--- src/rtl/tinker_pkg.sv ---
// Shared widths, reset address and the prefetch-queue entry type for the tinker core.
package tinker_pkg;

  localparam int unsigned XLEN    = 64;
  localparam int unsigned INSTR_W = 32;

  localparam logic [XLEN-1:0] TINKER_RESET_PC = 64'h2000;

  typedef struct packed {
    logic [INSTR_W-1:0] instr;
    logic [XLEN-1:0]    pc4;
  } fetch_entry_t;

endpackage

--- src/rtl/tinker_fetch_unit_if.sv ---
// Instruction-memory request/response bus between the fetch unit (master) and memory (slave).
interface tinker_fetch_unit_if;
  import tinker_pkg::*;

  logic                imem_req_valid;
  logic                imem_req_ready;
  logic [XLEN-1:0]     imem_req_addr;
  logic                imem_rsp_valid;
  logic [INSTR_W-1:0]  imem_rsp_data;

  modport master (
    output imem_req_valid,
    output imem_req_addr,
    input  imem_req_ready,
    input  imem_rsp_valid,
    input  imem_rsp_data
  );

  modport slave (
    input  imem_req_valid,
    input  imem_req_addr,
    output imem_req_ready,
    output imem_rsp_valid,
    output imem_rsp_data
  );

endinterface

--- src/rtl/tinker_fetch_fifo.sv ---
// Registered prefetch queue of fetch entries with synchronous flush and occupancy count.
module tinker_fetch_fifo
  import tinker_pkg::*;
#(
  parameter int unsigned Depth = 4,
  localparam int unsigned CntW = $clog2(Depth + 1)
) (
  input  logic            clk_i,
  input  logic            rst_i,
  input  logic            flush_i,
  input  logic            push_i,
  input  fetch_entry_t    data_i,
  input  logic            pop_i,
  output fetch_entry_t    data_o,
  output logic [CntW-1:0] count_o,
  output logic            full_o,
  output logic            empty_o
);

  localparam int unsigned PtrW = $clog2(Depth);

  fetch_entry_t    mem_q [Depth];
  logic [PtrW-1:0] wptr_q, wptr_d;
  logic [PtrW-1:0] rptr_q, rptr_d;
  logic [CntW-1:0] count_q, count_d;
  logic            do_push, do_pop;

  assign full_o  = (count_q == CntW'(Depth));
  assign empty_o = (count_q == '0);
  assign do_push = push_i & ~full_o;
  assign do_pop  = pop_i & ~empty_o;

  always_comb begin
    wptr_d  = wptr_q;
    rptr_d  = rptr_q;
    count_d = count_q;
    if (flush_i) begin
      wptr_d  = '0;
      rptr_d  = '0;
      count_d = '0;
    end else begin
      if (do_push) wptr_d = wptr_q + PtrW'(1);
      if (do_pop)  rptr_d = rptr_q + PtrW'(1);
      count_d = count_q + CntW'(do_push) - CntW'(do_pop);
    end
  end

  always_ff @(posedge clk_i or posedge rst_i) begin
    if (rst_i) begin
      wptr_q  <= '0;
      rptr_q  <= '0;
      count_q <= '0;
    end else begin
      wptr_q  <= wptr_d;
      rptr_q  <= rptr_d;
      count_q <= count_d;
    end
  end

  always_ff @(posedge clk_i) begin
    if (do_push && !flush_i) mem_q[wptr_q] <= data_i;
  end

  // Head is forced to zero when empty so idle outputs read as zero.
  assign data_o  = empty_o ? '0 : mem_q[rptr_q];
  assign count_o = count_q;

endmodule

--- src/rtl/tinker_fetch_unit.sv ---
// Decoupled fetch stage: credit-limited request issue, in-order response tracking with
// redirect flush, and a prefetch queue feeding decode.
module tinker_fetch_unit
  import tinker_pkg::*;
#(
  parameter logic [XLEN-1:0] RESET_PC = TINKER_RESET_PC,
  parameter int unsigned     DEPTH    = 4
) (
  input  logic                clk,
  input  logic                reset,
  tinker_fetch_unit_if.master imem,
  input  logic                redirect_valid,
  input  logic [XLEN-1:0]     redirect_pc,
  input  logic                halt,
  output logic                out_valid,
  input  logic                out_ready,
  output logic [INSTR_W-1:0]  out_instr,
  output logic [XLEN-1:0]     out_pc4
);

  localparam int unsigned CntW = $clog2(DEPTH + 1);
  localparam int unsigned SumW = CntW + 1;

  logic [XLEN-1:0] fetch_pc_q, fetch_pc_d;
  logic [XLEN-1:0] rsp_pc_q, rsp_pc_d;
  logic [CntW-1:0] outstanding_q, outstanding_d;
  logic [CntW-1:0] drop_q, drop_d;

  logic [CntW-1:0] count;
  logic            fifo_full, fifo_empty;
  logic            credit_ok, req_fire, rsp_fire, push, pop;
  fetch_entry_t    push_entry, head;

  // Credits count queued plus in-flight words; a same-cycle pop is deliberately not credited.
  assign credit_ok = ({1'b0, count} + {1'b0, outstanding_q}) < SumW'(DEPTH);

  assign imem.imem_req_valid = ~reset & ~halt & ~redirect_valid & credit_ok;
  assign imem.imem_req_addr  = fetch_pc_q;

  assign req_fire = imem.imem_req_valid & imem.imem_req_ready;
  assign rsp_fire = imem.imem_rsp_valid;
  assign push     = rsp_fire & ~redirect_valid & (drop_q == '0);
  assign pop      = out_valid & out_ready & ~redirect_valid;

  assign push_entry = '{instr: imem.imem_rsp_data, pc4: rsp_pc_q + XLEN'(4)};

  always_comb begin
    fetch_pc_d    = fetch_pc_q;
    rsp_pc_d      = rsp_pc_q;
    drop_d        = drop_q;
    outstanding_d = outstanding_q + CntW'(req_fire) - CntW'(rsp_fire);
    if (redirect_valid) begin
      fetch_pc_d = redirect_pc;
      rsp_pc_d   = redirect_pc;
      // Everything still in flight is stale, minus the response being discarded right now.
      drop_d     = outstanding_q - CntW'(rsp_fire);
    end else begin
      if (req_fire) fetch_pc_d = fetch_pc_q + XLEN'(4);
      if (rsp_fire) begin
        if (drop_q != '0) drop_d   = drop_q - CntW'(1);
        else              rsp_pc_d = rsp_pc_q + XLEN'(4);
      end
    end
  end

  always_ff @(posedge clk or posedge reset) begin
    if (reset) begin
      fetch_pc_q    <= RESET_PC;
      rsp_pc_q      <= RESET_PC;
      outstanding_q <= '0;
      drop_q        <= '0;
    end else begin
      fetch_pc_q    <= fetch_pc_d;
      rsp_pc_q      <= rsp_pc_d;
      outstanding_q <= outstanding_d;
      drop_q        <= drop_d;
    end
  end

  tinker_fetch_fifo #(
    .Depth (DEPTH)
  ) u_fifo (
    .clk_i   (clk),
    .rst_i   (reset),
    .flush_i (redirect_valid),
    .push_i  (push),
    .data_i  (push_entry),
    .pop_i   (pop),
    .data_o  (head),
    .count_o (count),
    .full_o  (fifo_full),
    .empty_o (fifo_empty)
  );

  assign out_valid = ~fifo_empty;
  assign out_instr = head.instr;
  assign out_pc4   = head.pc4;

  a_no_push_when_full: assert property (@(posedge clk) disable iff (reset) !(push && fifo_full));

endmodule

--- src/flat_wrapper.sv ---
// flat-port wrapper written by rule: the top's interface ports become plain ports
module tinker_fetch_unit_flat import tinker_pkg::*;
#(
  parameter logic [XLEN-1:0] RESET_PC = TINKER_RESET_PC,
  parameter int unsigned     DEPTH    = 4
)
  (clk, reset, redirect_valid, redirect_pc, halt, out_valid, out_ready, out_instr, out_pc4, imem_imem_req_valid, imem_imem_req_addr, imem_imem_req_ready, imem_imem_rsp_valid, imem_imem_rsp_data);
  tinker_fetch_unit_if imem_i ();
  input  logic clk;
  input  logic reset;
  input  logic redirect_valid;
  input  logic [XLEN-1:0] redirect_pc;
  input  logic halt;
  output logic out_valid;
  input  logic out_ready;
  output logic [INSTR_W-1:0] out_instr;
  output logic [XLEN-1:0] out_pc4;
  output wire logic [$bits(imem_i.imem_req_valid)-1:0] imem_imem_req_valid;
  output wire logic [$bits(imem_i.imem_req_addr)-1:0] imem_imem_req_addr;
  input wire logic [$bits(imem_i.imem_req_ready)-1:0] imem_imem_req_ready;
  input wire logic [$bits(imem_i.imem_rsp_valid)-1:0] imem_imem_rsp_valid;
  input wire logic [$bits(imem_i.imem_rsp_data)-1:0] imem_imem_rsp_data;
  assign imem_imem_req_valid = imem_i.imem_req_valid;
  assign imem_imem_req_addr = imem_i.imem_req_addr;
  assign imem_i.imem_req_ready = imem_imem_req_ready;
  assign imem_i.imem_rsp_valid = imem_imem_rsp_valid;
  assign imem_i.imem_rsp_data = imem_imem_rsp_data;
  tinker_fetch_unit #(.RESET_PC(RESET_PC), .DEPTH(DEPTH)) u_core (.clk(clk), .reset(reset), .imem(imem_i), .redirect_valid(redirect_valid), .redirect_pc(redirect_pc), .halt(halt), .out_valid(out_valid), .out_ready(out_ready), .out_instr(out_instr), .out_pc4(out_pc4));
endmodule
--- config.mk ---
export PLATFORM = sky130hd
export DESIGN_NAME = tinker_fetch_unit_flat
export DESIGN_NICKNAME = d
export VERILOG_FILES = /design/src/rtl/tinker_pkg.sv /design/src/rtl/tinker_fetch_unit_if.sv /design/src/rtl/tinker_fetch_fifo.sv /design/src/rtl/tinker_fetch_unit.sv /design/src/flat_wrapper.sv
export SDC_FILE = /design/constraint.sdc
export NUM_CORES = 1
export LEC_CHECK = 0
export BUFFER_PORTS_ARGS = -buffer_cell sky130_fd_sc_hd__buf_2
export CAP_MARGIN = 25
export CORE_MARGIN = 5
export CORE_UTILIZATION = 59
export CTS_CLUSTER_DIAMETER = 150
export CTS_CLUSTER_SIZE = 16
export DETAILED_ROUTE_END_ITERATION = 10
export PLACE_DENSITY = 0.77
export RECOVER_POWER = 100
export REMOVE_ABC_BUFFERS = 1
export SETUP_SLACK_MARGIN = 0.5
export SLEW_MARGIN = 20
export SYNTH_ARGS = -nofsm -noshare
export SYNTH_HDL_FRONTEND = slang
export SYNTH_SLANG_ARGS = --single-unit
export TNS_END_PERCENT = 20
--- constraint.sdc ---
create_clock -name clk -period 5.01 [get_ports clk]
set_input_delay 0.2505 -clock clk [delete_from_list [all_inputs] [get_ports clk]]
set_output_delay 0.2505 -clock clk [all_outputs]
set_load 0.02 [all_outputs]
==> impl_metrics.csv <==
group,metric,value,unit
sta,tightest_slew,2.070,ns
detailed_routing,drc_errors,0,
synth,ys_ff_latch,525,
grt,grt.total_usage,26.81,%
placed_design,dp_hpwl,39620,um
placed_design,gp_congestion,0.9526,
critical_path,cp_max_fo,49,
critical_path,end_kind,"register",
pwr,vdd.ir_drop.worst,0.2773,mV
synth,synthSimpleGateAreaFrac,13.90,%
sta,hold_slack,0.03032,ns
pwr,powerDensity,423.5,nW/um^2
sta,drv_slew,266,
clocking,clk_pin_slew,0.07,ns
clocking,clk_latency,0.56,ns
synth,synth_edf_count,384,
sta,finalHoldViolCount,0,
clocking,cts.path.max_buffers,3,
floorplan,start_util,59.73,%
pwr,p_clk_share,24.8,%
worst_hold_path,hp-start,"redirect_pc[51]",
pwr,intPower,7.703,mW
synth,netlist_area,23790,um^2
synth,synthDistinctLibCells,64,
synth,synthCells,1720,
synth,synth_compound_area_share,4.550,%
worst_hold_path,hp-class,"input port to register",
floorplan,fp.dieH,210.8,um
grt,grt_pass1_vias,15750,
critical_path,rr_endpoint,"u_core.u_fifo.mem_q[3][11]$_DFFE_PP_",
synth,synthFlopType,"edfxtp_1",
pwr,combPwrFrac,29.2,%
cells_and_area,fillers,2855,
synth,synth.avg_cell_area,13.83,um^2
sta,final-setup-viol-count,0,
sta,max_freq,259.8,MHz
worst_hold_path,hold-path-endpoint,"u_core.rsp_pc_q[51]$_DFFE_PP0P_",
synth,synth_top_family_by_area,"simple AND/OR/NAND/NOR gates",
critical_path,r2r_cells,6,
synth,synth_fa_ha_area_share,1.010,%
synth,synth-xor-area-share,5.118,%
synth,async_flop_share,26.86,%
worst_hold_path,hold_depth,3,
sta,setup_tns,0,ns
sta,finalCriticalPeriod,3.850,ns
cells_and_area,nets,2145,
critical_path,critPathKind,"input port to register",
floorplan,design.die.area,44430,um^2
critical_path,required,5.16,ns
sta,slew_headroom,-38.01,%
detailed_routing,post_drt_wl_per_cell,23.16,um
pwr,pwr-share-seq,45.9,%
pwr,switchingPower,3.821,mW
floorplan,ioPinCount,265,
status,failed_checks,"max-capacitance violations, max-slew violations",
critical_path,rrSetupSlack,1.21,ns
detailed_routing,drt_iter0_markers,1413,
pwr,sw_frac_of_total,33.15,%
grt,grt_pass1_wl,92670,um
floorplan,core_area,39820,um^2
synth,ys_seq_area_share,63.32,%
grt,grt_max_degree,99,
sta,skew,0.02687,ns
cells_and_area,drive_gt1_share,15.46,%
clocking,cts-root-buf,"clkbuf_16",
detailed_routing,drt-vias-per-instance,6.147,
synth,yosys_warnings,0,
floorplan,rows,73,
cells_and_area,synthToLayoutAreaGrowth,14.40,%
grt,grt_overflow,0,
critical_path,cp-start-kind,"input port",
clocking,cts_made_buffers,38,
clocking,clock-sinks,525,
clocking,tritoncts,"done",
detailed_routing,wirelength,59690,um
placed_design,portBuffers,264,
clocking,cts_resized,0,
critical_path,startpoint,"redirect_valid",
grt,antenna_found_initial,1,
synth,synth_mux_area_share,9.894,%
status,status,"finished with violations",
sta,rsz0062_at_grt,"no",
detailed_routing,drt_first_pass_iters,5,
job,drv_cap,7,
floorplan,dieWidth,210.8,um
pwr,p_leak,9.350,nW
sta,period_share,76.84,%
critical_path,cp_data_arrival_time,3.99,ns
critical_path,r2r_start,"u_core.drop_q[0]$_DFFE_PP0P_",
clocking,htree_levels,2,
detailed_routing,ant_nets,0,
detailed_routing,via_count,15840,
[through the flow]
step	util (%)	cells	area, um^2	setup slack (ns)	power (mW)
finish	68.33	2577	27210	1.160	11.52
global route	68.33	2576	27210	0.8517	12.08
CTS	68.86	2574	27420	1.641	11.64
detailed placement	64.31	2434	25610	1.926	8.755
global placement	64.29	2433	25600	1.917	8.707
floorplan	-	1623	23400	0.09157	7.588
[per-layer routing]
layer	part of all wire, %	global-route usage, %	up-vias	routed length, um
li1	-	-	7083	-
met5	0	0	-	0
met2	46	40.72	729	27570
met1	42	40.72	7933	25230
met4	3.3	8.652	0	1988
met3	8.2	4.084	96	4899
[how the worst max path moves through the flow]
| stage | end | slack, ns | cells after the start |
|---|---|---|---|
| after floorplan | out_instr[0] | 0.09 | 2 |
| after global placement | u_core.rsp_pc_q[62]$_DFFE_PP0P_ | 1.92 | 7 |
| after detailed placement | u_core.u_fifo.mem_q[0][76]$_DFFE_PP_ | 1.93 | 6 |
| after CTS | out_pc4[61] | 1.64 | 4 |
| after global routing | u_core.u_fifo.mem_q[3][4]$_DFFE_PP_ | 0.85 | 4 |
| final | u_core.u_fifo.mem_q[3][11]$_DFFE_PP_ | 1.16 | 4 |
[cell usage in the layout (no fill, tap or decap), drive strengths merged, types with 7 or more instances in the layout]
cell,count
edfxtp,384
clkbuf,205
buf,146
dfrtp,139
nand2,127
and2,111
mux4,96
nor2,90
nand3,78
o21ai,77
dlygate4sd3,73
xnor2,70
xor2,69
nand4,69
nor3,40
inv,39
a21oi,24
and3,23
nor4,20
mux2,17
ha,16
and4,15
o211ai,15
or3,13
or4,12
a31oi,10
o311ai,9
o31a,7
[synthesized netlist by cell type (16+ instances only)]
| cell type | instances | share of area [%] |
|---|---|---|
| ha_1 | 16 | 0.84 |
| mux2_2 | 17 | 0.80 |
| inv_1 | 37 | 0.58 |
| a21oi_1 | 24 | 0.50 |
| dfrtp_1 | 139 | 15 |
| xor2_1 | 69 | 2.5 |
| xnor2_1 | 70 | 2.6 |
| and2_1 | 111 | 2.9 |
| o21ai_0 | 75 | 1.6 |
| clkbuf_1 | 75 | 1.2 |
| nor2_1 | 90 | 1.4 |
| nand2_1 | 127 | 2.0 |
| mux4_2 | 96 | 9.1 |
| and3_1 | 23 | 0.60 |
| nand3_1 | 77 | 1.6 |
| nor3_1 | 40 | 0.84 |
| nand4_1 | 68 | 1.8 |
| edfxtp_1 | 384 | 48 |
[area by class of cell]
class	instances	area [um^2]	share of cell area, %
flip-flops and latches	525	15070	55.38
multi-input cells	1060	8145	29.93
repair buffers	361	2107	7.743
clock buffers	63	1045	3.839
well taps	525	656.9	2.414
inverters	38	147.6	0.5426
clock inverters	4	38.79	0.1425
diodes	1	2.502	0.009196
[state kept, by name (all words and copies together) (netlist names)]
name / count
u_core.u_fifo.mem_q: 384
u_core.imem.imem_req_addr: 64
u_core.rsp_pc_q: 64
u_core.drop_q: 3
u_core.outstanding_q: 3
u_core.u_fifo.count_o: 3
u_core.u_fifo.rptr_q: 2
u_core.u_fifo.wptr_q: 2
[power groups by stage]
stage	combinational [mW]	sequential (mW)	clock, mW
5_1_grt	3.63	5.33	3.12
3_5_place_dp	3.31	5.45	0
3_3_place_gp	3.28	5.43	0
2_1_floorplan	2.10	5.49	0
4_1_cts	3.37	5.35	2.91
6_report	3.37	5.29	2.86
[kinds of logic after synthesis]
family / after synthesis
simple gates: 616
flops: 525
compound gates: 174
xor+xnor: 139
buf+inv: 135
mux: 113
fa+ha+maj: 18
[worst max-delay path, stage by stage]
cell	delay, ns
clkbuf_1	0.77
a211oi_1	0.93
and2_4	0.76
clkbuf_1	1.24
[timing repair]
action,CTS,global route
hold endpoints to repair,279,0
hold buffers,73,0
buffers inserted,0,0
Power figures use the tool's default switching activity.
